===== config.mk =====
export PLATFORM = sky130hd
export DESIGN_NAME = pipeline_sram_arbiter_flat
export DESIGN_NICKNAME = d
export VERILOG_FILES = /design/src/rtl/pipeline_sram_arbiter_if.sv /design/src/rtl/pipeline_sram_arbiter.sv /design/src/flat_wrapper.sv
export SDC_FILE = /design/constraint.sdc
export NUM_CORES = 1
export LEC_CHECK = 0
export CORE_ASPECT_RATIO = 0.9
export CORE_MARGIN = 5
export CORE_UTILIZATION = 48
export CTS_CLUSTER_SIZE = 10
export DETAILED_ROUTE_END_ITERATION = 8
export GPL_ROUTABILITY_DRIVEN = 0
export PLACE_DENSITY = 0.77
export SYNTH_ARGS = -nofsm -noshare
export SYNTH_HDL_FRONTEND = slang
export SYNTH_SLANG_ARGS = --single-unit
export TNS_END_PERCENT = 30

===== constraint.sdc =====
create_clock -name clk -period 2.56 [get_ports clk]
set_input_delay 0.512 -clock clk [delete_from_list [all_inputs] [get_ports clk]]
set_output_delay 0.512 -clock clk [all_outputs]
set_load 0.01 [all_outputs]

===== src/rtl/pipeline_sram_arbiter_if.sv =====
// Signal bundle between the frame-store requesters (display read, SPI pixel
// writes, live capture writes) and the single-port SRAM scheduler, including
// the SRAM port itself. The arbiter uses the slave view.
interface pipeline_sram_arbiter_if #(
  parameter int PIXEL_SIZE = 16,
  parameter int PRECISION  = 15,
  parameter int ADDR_WIDTH = 17
);
  // Display read path
  logic                  rd_req;
  logic [ADDR_WIDTH-1:0] rd_addr;
  logic [PIXEL_SIZE-1:0] rd_data;
  logic                  rd_valid;
  // SPI still-image pixel path
  logic [PRECISION-1:0]  img_pixel_x;
  logic [PRECISION-1:0]  img_pixel_y;
  logic [PIXEL_SIZE-1:0] img_pixel;
  logic                  img_pixel_ready;
  // Live capture path
  logic                  cap_req;
  logic [ADDR_WIDTH-1:0] cap_addr;
  logic [PIXEL_SIZE-1:0] cap_data;
  logic                  cap_ack;
  // Control and status
  logic                  ctrl_fg_freeze;
  logic                  clr_err;
  logic                  img_overflow;
  logic                  img_oob;
  // SRAM port
  logic                  sram_en;
  logic                  sram_we;
  logic [ADDR_WIDTH-1:0] sram_addr;
  logic [PIXEL_SIZE-1:0] sram_wdata;
  logic [PIXEL_SIZE-1:0] sram_rdata;

  modport slave (
    input  rd_req, rd_addr,
    output rd_data, rd_valid,
    input  img_pixel_x, img_pixel_y, img_pixel, img_pixel_ready,
    input  cap_req, cap_addr, cap_data,
    output cap_ack,
    input  ctrl_fg_freeze, clr_err,
    output img_overflow, img_oob,
    output sram_en, sram_we, sram_addr, sram_wdata,
    input  sram_rdata
  );

  modport master (
    output rd_req, rd_addr,
    input  rd_data, rd_valid,
    output img_pixel_x, img_pixel_y, img_pixel, img_pixel_ready,
    output cap_req, cap_addr, cap_data,
    input  cap_ack,
    output ctrl_fg_freeze, clr_err,
    input  img_overflow, img_oob,
    input  sram_en, sram_we, sram_addr, sram_wdata,
    output sram_rdata
  );
endinterface


===== src/rtl/pipeline_sram_arbiter.sv =====
// Single-port SRAM scheduler for the foreground frame store. Display reads
// always win; SPI pixels (after x/y -> linear address conversion and a small
// FIFO) and capture writes share the remaining slots round-robin. Capture
// writes are acknowledged and discarded while the foreground is frozen.
// Interface widths must match the parameters given here.
module pipeline_sram_arbiter #(
  parameter int PIXEL_SIZE   = 16,
  parameter int PRECISION    = 15,
  parameter int RESOLUTION_X = 480,
  parameter int RESOLUTION_Y = 270,
  parameter int ADDR_WIDTH   = 17,
  parameter int FIFO_DEPTH   = 4
) (
  input logic clk,
  input logic rst_n,
  pipeline_sram_arbiter_if.slave bus
);

  localparam int PTR_W = $clog2(FIFO_DEPTH);
  localparam int CNT_W = PTR_W + 1;
  localparam int CMP_W = PRECISION + 32;

  typedef enum logic [1:0] {GNT_NONE, GNT_RD, GNT_IMG, GNT_CAP} gnt_e;
  typedef enum logic {LAST_IMG, LAST_CAP} last_wr_e;

  // Address stage
  logic [ADDR_WIDTH-1:0] lin_addr;
  logic                  pix_oob;
  logic                  stg_valid_reg;
  logic [ADDR_WIDTH-1:0] stg_addr_reg;
  logic [PIXEL_SIZE-1:0] stg_data_reg;

  // Pixel FIFO
  logic [ADDR_WIDTH-1:0] fifo_addr_mem [FIFO_DEPTH];
  logic [PIXEL_SIZE-1:0] fifo_data_mem [FIFO_DEPTH];
  logic [PTR_W-1:0]      wr_ptr_reg, rd_ptr_reg;
  logic [CNT_W-1:0]      fifo_count_reg;
  logic                  fifo_full, fifo_empty;
  logic                  fifo_push, fifo_pop, overflow_set;
  logic [ADDR_WIDTH-1:0] head_addr;
  logic [PIXEL_SIZE-1:0] head_data;

  // Arbiter and SRAM port
  gnt_e                  gnt_next, state_reg;
  last_wr_e              last_wr_reg;
  logic                  cap_live;
  logic                  sram_en_reg, sram_we_reg;
  logic [ADDR_WIDTH-1:0] sram_addr_reg;
  logic [PIXEL_SIZE-1:0] sram_wdata_reg;

  // Read return and error flags
  logic                  rd_stage2_reg, rd_valid_reg;
  logic [PIXEL_SIZE-1:0] rd_data_reg;
  logic                  oob_reg, overflow_reg;

  // Linear address and range check for the incoming SPI pixel. Only the low
  // ADDR_WIDTH bits of y*RESOLUTION_X + x are kept, and modular arithmetic
  // gives the same low bits when the operands are reduced first.
  always_comb begin
    lin_addr = ADDR_WIDTH'(bus.img_pixel_y) * ADDR_WIDTH'(RESOLUTION_X)
             + ADDR_WIDTH'(bus.img_pixel_x);
    pix_oob  = (CMP_W'(bus.img_pixel_x) >= CMP_W'(RESOLUTION_X))
            || (CMP_W'(bus.img_pixel_y) >= CMP_W'(RESOLUTION_Y));
  end

  // Address stage: latch in-range pixels for one cycle before the FIFO push.
  always_ff @(posedge clk or negedge rst_n) begin
    if (!rst_n) begin
      stg_valid_reg <= 1'b0;
      stg_addr_reg  <= '0;
      stg_data_reg  <= '0;
    end else begin
      stg_valid_reg <= bus.img_pixel_ready && !pix_oob;
      stg_addr_reg  <= lin_addr;
      stg_data_reg  <= bus.img_pixel;
    end
  end

  // FIFO status; a full FIFO still accepts a push when it is popped in the same cycle.
  always_comb begin
    fifo_full    = (fifo_count_reg == CNT_W'(FIFO_DEPTH));
    fifo_empty   = (fifo_count_reg == '0);
    fifo_pop     = (gnt_next == GNT_IMG);
    fifo_push    = stg_valid_reg && (!fifo_full || fifo_pop);
    overflow_set = stg_valid_reg && fifo_full && !fifo_pop;
    head_addr    = fifo_addr_mem[rd_ptr_reg];
    head_data    = fifo_data_mem[rd_ptr_reg];
  end

  // FIFO storage; contents need no reset because the pointers gate them.
  always_ff @(posedge clk) begin
    if (fifo_push) begin
      fifo_addr_mem[wr_ptr_reg] <= stg_addr_reg;
      fifo_data_mem[wr_ptr_reg] <= stg_data_reg;
    end
  end

  // FIFO pointers and occupancy.
  always_ff @(posedge clk or negedge rst_n) begin
    if (!rst_n) begin
      wr_ptr_reg     <= '0;
      rd_ptr_reg     <= '0;
      fifo_count_reg <= '0;
    end else begin
      if (fifo_push) wr_ptr_reg <= wr_ptr_reg + 1'b1;
      if (fifo_pop)  rd_ptr_reg <= rd_ptr_reg + 1'b1;
      case ({fifo_push, fifo_pop})
        2'b10:   fifo_count_reg <= fifo_count_reg + 1'b1;
        2'b01:   fifo_count_reg <= fifo_count_reg - 1'b1;
        default: fifo_count_reg <= fifo_count_reg;
      endcase
    end
  end

  // Grant decision: reads first, then round-robin between the write sources.
  always_comb begin
    cap_live = bus.cap_req && !bus.ctrl_fg_freeze;
    gnt_next = GNT_NONE;
    if (bus.rd_req)
      gnt_next = GNT_RD;
    else if (!fifo_empty && cap_live)
      gnt_next = (last_wr_reg == LAST_CAP) ? GNT_IMG : GNT_CAP;
    else if (!fifo_empty)
      gnt_next = GNT_IMG;
    else if (cap_live)
      gnt_next = GNT_CAP;
  end

  // A frozen capture request is swallowed immediately, independent of the grant.
  assign bus.cap_ack = (gnt_next == GNT_CAP) || (bus.cap_req && bus.ctrl_fg_freeze);

  // Register the winning request onto the SRAM port and track write history.
  always_ff @(posedge clk or negedge rst_n) begin
    if (!rst_n) begin
      state_reg      <= GNT_NONE;
      last_wr_reg    <= LAST_CAP;
      sram_en_reg    <= 1'b0;
      sram_we_reg    <= 1'b0;
      sram_addr_reg  <= '0;
      sram_wdata_reg <= '0;
    end else begin
      state_reg <= gnt_next;
      case (gnt_next)
        GNT_RD: begin
          sram_en_reg    <= 1'b1;
          sram_we_reg    <= 1'b0;
          sram_addr_reg  <= bus.rd_addr;
          sram_wdata_reg <= '0;
        end
        GNT_IMG: begin
          sram_en_reg    <= 1'b1;
          sram_we_reg    <= 1'b1;
          sram_addr_reg  <= head_addr;
          sram_wdata_reg <= head_data;
          last_wr_reg    <= LAST_IMG;
        end
        GNT_CAP: begin
          sram_en_reg    <= 1'b1;
          sram_we_reg    <= 1'b1;
          sram_addr_reg  <= bus.cap_addr;
          sram_wdata_reg <= bus.cap_data;
          last_wr_reg    <= LAST_CAP;
        end
        default: begin
          sram_en_reg    <= 1'b0;
          sram_we_reg    <= 1'b0;
          sram_addr_reg  <= '0;
          sram_wdata_reg <= '0;
        end
      endcase
    end
  end

  // Read return: the registered read grant is stage one, so rd_valid lands
  // together with the data captured from sram_rdata three cycles after rd_req.
  always_ff @(posedge clk or negedge rst_n) begin
    if (!rst_n) begin
      rd_stage2_reg <= 1'b0;
      rd_valid_reg  <= 1'b0;
      rd_data_reg   <= '0;
    end else begin
      rd_stage2_reg <= (state_reg == GNT_RD);
      rd_valid_reg  <= rd_stage2_reg;
      if (rd_stage2_reg) rd_data_reg <= bus.sram_rdata;
    end
  end

  // Sticky error flags; a new error wins over a simultaneous clear.
  always_ff @(posedge clk or negedge rst_n) begin
    if (!rst_n) begin
      oob_reg      <= 1'b0;
      overflow_reg <= 1'b0;
    end else begin
      oob_reg      <= (bus.img_pixel_ready && pix_oob) || (oob_reg && !bus.clr_err);
      overflow_reg <= overflow_set || (overflow_reg && !bus.clr_err);
    end
  end

  assign bus.sram_en      = sram_en_reg;
  assign bus.sram_we      = sram_we_reg;
  assign bus.sram_addr    = sram_addr_reg;
  assign bus.sram_wdata   = sram_wdata_reg;
  assign bus.rd_data      = rd_data_reg;
  assign bus.rd_valid     = rd_valid_reg;
  assign bus.img_oob      = oob_reg;
  assign bus.img_overflow = overflow_reg;

endmodule


===== src/flat_wrapper.sv =====
// flat-port wrapper written by rule: the top's interface ports become plain ports
module pipeline_sram_arbiter_flat 
#(
  parameter int PIXEL_SIZE   = 16,
  parameter int PRECISION    = 15,
  parameter int RESOLUTION_X = 480,
  parameter int RESOLUTION_Y = 270,
  parameter int ADDR_WIDTH   = 17,
  parameter int FIFO_DEPTH   = 4
)
  (clk, rst_n, bus_rd_req, bus_rd_addr, bus_rd_data, bus_rd_valid, bus_img_pixel_x, bus_img_pixel_y, bus_img_pixel, bus_img_pixel_ready, bus_cap_req, bus_cap_addr, bus_cap_data, bus_cap_ack, bus_ctrl_fg_freeze, bus_clr_err, bus_img_overflow, bus_img_oob, bus_sram_en, bus_sram_we, bus_sram_addr, bus_sram_wdata, bus_sram_rdata);
  pipeline_sram_arbiter_if #(.PIXEL_SIZE(PIXEL_SIZE), .PRECISION(PRECISION), .ADDR_WIDTH(ADDR_WIDTH)) bus_i ();
  input logic clk;
  input logic rst_n;
  input wire logic [$bits(bus_i.rd_req)-1:0] bus_rd_req;
  input wire logic [$bits(bus_i.rd_addr)-1:0] bus_rd_addr;
  output wire logic [$bits(bus_i.rd_data)-1:0] bus_rd_data;
  output wire logic [$bits(bus_i.rd_valid)-1:0] bus_rd_valid;
  input wire logic [$bits(bus_i.img_pixel_x)-1:0] bus_img_pixel_x;
  input wire logic [$bits(bus_i.img_pixel_y)-1:0] bus_img_pixel_y;
  input wire logic [$bits(bus_i.img_pixel)-1:0] bus_img_pixel;
  input wire logic [$bits(bus_i.img_pixel_ready)-1:0] bus_img_pixel_ready;
  input wire logic [$bits(bus_i.cap_req)-1:0] bus_cap_req;
  input wire logic [$bits(bus_i.cap_addr)-1:0] bus_cap_addr;
  input wire logic [$bits(bus_i.cap_data)-1:0] bus_cap_data;
  output wire logic [$bits(bus_i.cap_ack)-1:0] bus_cap_ack;
  input wire logic [$bits(bus_i.ctrl_fg_freeze)-1:0] bus_ctrl_fg_freeze;
  input wire logic [$bits(bus_i.clr_err)-1:0] bus_clr_err;
  output wire logic [$bits(bus_i.img_overflow)-1:0] bus_img_overflow;
  output wire logic [$bits(bus_i.img_oob)-1:0] bus_img_oob;
  output wire logic [$bits(bus_i.sram_en)-1:0] bus_sram_en;
  output wire logic [$bits(bus_i.sram_we)-1:0] bus_sram_we;
  output wire logic [$bits(bus_i.sram_addr)-1:0] bus_sram_addr;
  output wire logic [$bits(bus_i.sram_wdata)-1:0] bus_sram_wdata;
  input wire logic [$bits(bus_i.sram_rdata)-1:0] bus_sram_rdata;
  assign bus_i.rd_req = bus_rd_req;
  assign bus_i.rd_addr = bus_rd_addr;
  assign bus_rd_data = bus_i.rd_data;
  assign bus_rd_valid = bus_i.rd_valid;
  assign bus_i.img_pixel_x = bus_img_pixel_x;
  assign bus_i.img_pixel_y = bus_img_pixel_y;
  assign bus_i.img_pixel = bus_img_pixel;
  assign bus_i.img_pixel_ready = bus_img_pixel_ready;
  assign bus_i.cap_req = bus_cap_req;
  assign bus_i.cap_addr = bus_cap_addr;
  assign bus_i.cap_data = bus_cap_data;
  assign bus_cap_ack = bus_i.cap_ack;
  assign bus_i.ctrl_fg_freeze = bus_ctrl_fg_freeze;
  assign bus_i.clr_err = bus_clr_err;
  assign bus_img_overflow = bus_i.img_overflow;
  assign bus_img_oob = bus_i.img_oob;
  assign bus_sram_en = bus_i.sram_en;
  assign bus_sram_we = bus_i.sram_we;
  assign bus_sram_addr = bus_i.sram_addr;
  assign bus_sram_wdata = bus_i.sram_wdata;
  assign bus_i.sram_rdata = bus_sram_rdata;
  pipeline_sram_arbiter #(.PIXEL_SIZE(PIXEL_SIZE), .PRECISION(PRECISION), .RESOLUTION_X(RESOLUTION_X), .RESOLUTION_Y(RESOLUTION_Y), .ADDR_WIDTH(ADDR_WIDTH), .FIFO_DEPTH(FIFO_DEPTH)) u_core (.clk(clk), .rst_n(rst_n), .bus(bus_i));
endmodule

==> impl_summary.log <==
INFO  metric status = finished with violations
INFO  metric violated_checks = setup timing
INFO  metric floorplan.die.width = 160 µm
INFO  metric vdd_ir_drop_max = 0.514 mV
INFO  metric setup_repair_after_global_routing_missed_its_margin = true
INFO  metric share_comb_of_total_power = 33.9%
INFO  metric power.share.switching = 28.1%
INFO  metric synth_edf_count = 132
INFO  metric worst_hold_path_type = in -> async
INFO  metric postSynthCellCount = 584
INFO  metric global_route.usage.total = 18.4%
INFO  metric post-layout-total-power = 12.2 mW
INFO  metric largest_registers = u_core.fifo_addr_mem: 68 flops, u_core.fifo_data_mem: 64 flops
INFO  metric switching_power_summed_over_all_nets = 3.43 mW
INFO  metric chipHeight = 145 µm
INFO  metric worstPathMaxFanout = 4
INFO  metric largest_net_degree_at_the_start_of_global_routing = 43
INFO  metric max_slew.worst_pin.slew = 0.617 ns
INFO  metric hold_ws = 0.0152 ns
INFO  metric number_of_core_rows = 49
INFO  metric num_vias = 5,873
INFO  metric fp.coreArea = 19,900 µm²
INFO  metric critical_path.cell_chain = buf_6 > clkinvlp_4 > buf_4 > buf_4 > buf_4 > buf_4 > fa_1 > inv_1 > ha_4 > o21ai_0 > nor2_1 > nor2_1 > ha_2 > or2_4 > o41ai_4 > nor2_1 > o31ai_2 > xnor2_1
INFO  metric worstSetupStartpointType = primary input
INFO  metric cts.root.buffer_cell = sky130_fd_sc_hd__clkbuf_16
INFO  metric finalMaxSlewViolations = 0
INFO  metric tritoncts.num_buffers = 27
INFO  metric number_of_vias_per_cell_after_detailed_routing = 5.19
INFO  metric overflow = 0
INFO  metric async_flop_share = 42.9%
INFO  metric synth_top_cell_area_share = 40.9%
INFO  metric post-synth-top-area-cell = sky130_fd_sc_hd__edfxtp_1
INFO  metric ant_nets = 0
INFO  metric synthTopCellsByArea = sky130_fd_sc_hd__edfxtp_1 (41%), sky130_fd_sc_hd__dfrtp_1 (25%), sky130_fd_sc_hd__mux4_2 (7.7%)
INFO  metric cts_tree = built
INFO  metric wl_per_cell = 18.9 µm
INFO  metric design.portCount = 174
INFO  metric antenna-diode-count = 0
INFO  metric ys_dominant_reg_cell = sky130_fd_sc_hd__edfxtp_1
INFO  metric maxCapViolations = 0
INFO  metric critPathSlowestCell = sky130_fd_sc_hd__fa_1
INFO  metric path_class = in -> reg
INFO  metric fillerInstances = 1,291
INFO  metric num-nets-final = 1,031
INFO  metric drt_pass1_iterations = 4
INFO  metric final.period_utilization = 131%
INFO  metric critical_path_required = 2.95 ns
INFO  metric via_count_of_the_first_global_routing_pass = 6,644
INFO  metric grt_antenna_before_repair = 0
INFO  metric crit_arrival = 3.73 ns
INFO  metric setup_failing_eps_final = 7
INFO  metric cts-htree-levels = 1
INFO  metric timing.final.hold_violations = 0
INFO  metric io_buffer_count = 173
INFO  metric layout-drive-gt1-share = 26.0%
INFO  metric synth-seq-cells = 231
INFO  metric commonest_cells_after_routing_fill_and_taps_aside = sky130_fd_sc_hd__clkdlybuf4s50_1 (163), sky130_fd_sc_hd__edfxtp_1 (132), sky130_fd_sc_hd__dfrtp_1 (96)
INFO  metric power.static_leakage = 5.27 nW
INFO  metric synth_warn = 0
INFO  metric die-area = 23,100 µm²
INFO  metric setup.worst_path.end_class = flip-flop
INFO  metric share_seq_of_total_power = 38.9%
INFO  metric insertion_delay = 0.51 ns
INFO  metric p_int = 8.79 mW
INFO  metric wl = 21.4 mm
INFO  metric syn_nets = 759
INFO  metric detailedPlacementHpwl = 15.2 mm
INFO  metric first_pass_grt_wire_length = 34.3 mm
INFO  metric top_register = u_core.fifo_addr_mem
INFO  metric longest_individual_stage_delay_on_the_worst_path = 0.52 ns
INFO  metric mostFrequentLayoutCell = sky130_fd_sc_hd__clkdlybuf4s50_1
INFO  metric clockPowerShare = 27.2%
INFO  metric synthesis.area_per_instance = 16.6 µm²
INFO  metric worst_slew_margin_rel = 58.9%
INFO  metric clk_pin_slew_worst_paths = 0.05 ns
INFO  metric drt_iter0_drc = 272
INFO  metric mappedNetlistArea = 9700 µm²
INFO  metric largest_register_ffs = 68
INFO  metric syn_to_final_growth = 38.7%
INFO  metric max_freq = 0.299 GHz
INFO  metric initial_core_utilization = 48.7%
INFO  metric cts.sink_count = 231
INFO  metric detail_route.drc_violations = 0
INFO  metric cts_max_path_buffers = 3
INFO  metric fin_skew = 0.00881 ns
INFO  metric worst_slack = -0.786 ns
INFO  metric power_density = 908 nW/µm²
INFO  metric share_of_synthesized_area_occupied_by_flip_flops_and_latches = 66.4%
INFO  metric post-place-ws = -1.84 ns
INFO  metric yosysUniqueCellTypes = 51
INFO  metric path_common_cell = sky130_fd_sc_hd__buf_4
INFO  metric layout_min_cycle_time = 3.35 ns
power by group through the flow:
stage	Combinational, mW	Sequential (mW)	Clock [mW]
2_1_floorplan	2.22	4.79	0
3_3_place_gp	3.75	4.77	0
3_5_place_dp	3.86	4.82	0
4_1_cts	4.03	4.75	3.40
5_1_grt	4.51	4.79	3.57
6_report	4.14	4.75	3.33
final timing paths:
path,slack (ns),cells past startpoint,from,to
min in group clk,0.41,1,u_core.state_reg[1]$_DFF_PN0_,u_core.rd_stage2_reg$_DFF_PN0_
hold reg to reg,0.41,1,u_core.state_reg[1]$_DFF_PN0_,u_core.rd_stage2_reg$_DFF_PN0_
hold / removal,0.02,1,rst_n,u_core.bus.sram_wdata[0]$_DFF_PN0_
setup / recovery,-0.79,18,bus_img_pixel_y[5],u_core.stg_addr_reg[16]$_DFF_PN0_
max in group asynchronous,1.83,2,rst_n,u_core.last_wr_reg$_DFFE_PN1P_
setup reg to reg,0.50,6,u_core.fifo_count_reg[2]$_DFFE_PN0P_,u_core.fifo_count_reg[2]$_DFFE_PN0P_
cell usage after synthesis, types with 5 or more instances:
master and number:
sky130_fd_sc_hd__buf_2 9, sky130_fd_sc_hd__and2_1 5, sky130_fd_sc_hd__a22o_1 12, sky130_fd_sc_hd__a21o_1 7, sky130_fd_sc_hd__mux2i_1 5, sky130_fd_sc_hd__mux4_2 33, sky130_fd_sc_hd__clkbuf_1 10, sky130_fd_sc_hd__mux2_2 16
sky130_fd_sc_hd__a21oi_1 9, sky130_fd_sc_hd__nand2_1 23, sky130_fd_sc_hd__dfrtp_1 98, sky130_fd_sc_hd__inv_1 33, sky130_fd_sc_hd__xor2_1 8, sky130_fd_sc_hd__o21ai_0 25, sky130_fd_sc_hd__fa_1 19, sky130_fd_sc_hd__xnor2_1 17
sky130_fd_sc_hd__a22oi_1 17, sky130_fd_sc_hd__nor2_1 19, sky130_fd_sc_hd__edfxtp_1 132, sky130_fd_sc_hd__ha_1 37
routing by layer:
layer  track usage [%]  share of wire, %
met1              22.6                41
met2              33.8                52
met3              3.57               5.6
met4              5.16               2.0
met5                 0                 0
kinds of logic after synthesis:
family | count (synthesis) | share of synthesized area (%)
buf+inv | 53 | 2.17
fa+ha+maj | 56 | 8.70
xor+xnor | 25 | 2.26
simple gates | 72 | 3.63
flops | 231 | 66.4
compound gates | 93 | 6.77
mux | 54 | 10.0
final cells by class:
| cell class | count | area (µm²) | share of cell area, % |
|---|---|---|---|
| Timing Repair Buffer | 263 | 2550 | 18.9 |
| Clock buffer | 48 | 754 | 5.61 |
| Inverter | 33 | 139 | 1.03 |
| Sequential cell | 231 | 6440 | 47.9 |
| Clock inverter | 2 | 17.5 | 0.130 |
| Tap cell | 255 | 319 | 2.37 |
| Multi-Input combinational cell | 300 | 3230 | 24.0 |
through the flow:
step | utilization (%) | cell area (µm²) | cells | TNS (ns)
final | 67.5 | 13500 | 1132 | -4.00
after global routing | 67.5 | 13500 | 1132 | -4.82
after CTS | 67.0 | 13300 | 1128 | -3.90
after detailed placement | 62.6 | 12500 | 1069 | -16.41
after global placement | 62.6 | 12500 | 1069 | -14.07
after floorplan | - | 9780 | 584 | -6.45
worst max-delay path, delay by kind of cell:
family	cells	cell delay (ns)
adder cells (fa/ha/maj)	3	1.00
buffers and inverters	7	0.82
AND/OR/NAND/NOR	4	0.65
AO/OA/AOI/OAI	3	0.64
XOR/XNOR	1	0.12
what timing repair did:
action,CTS,global route
hold endpoints to repair,0,0
pin swaps,37,20
setup buffers,9,4
gates resized for setup,55,17
hold buffers,0,0
endpoints found under the setup margin,10,10
Power figures use the tool's default switching activity.
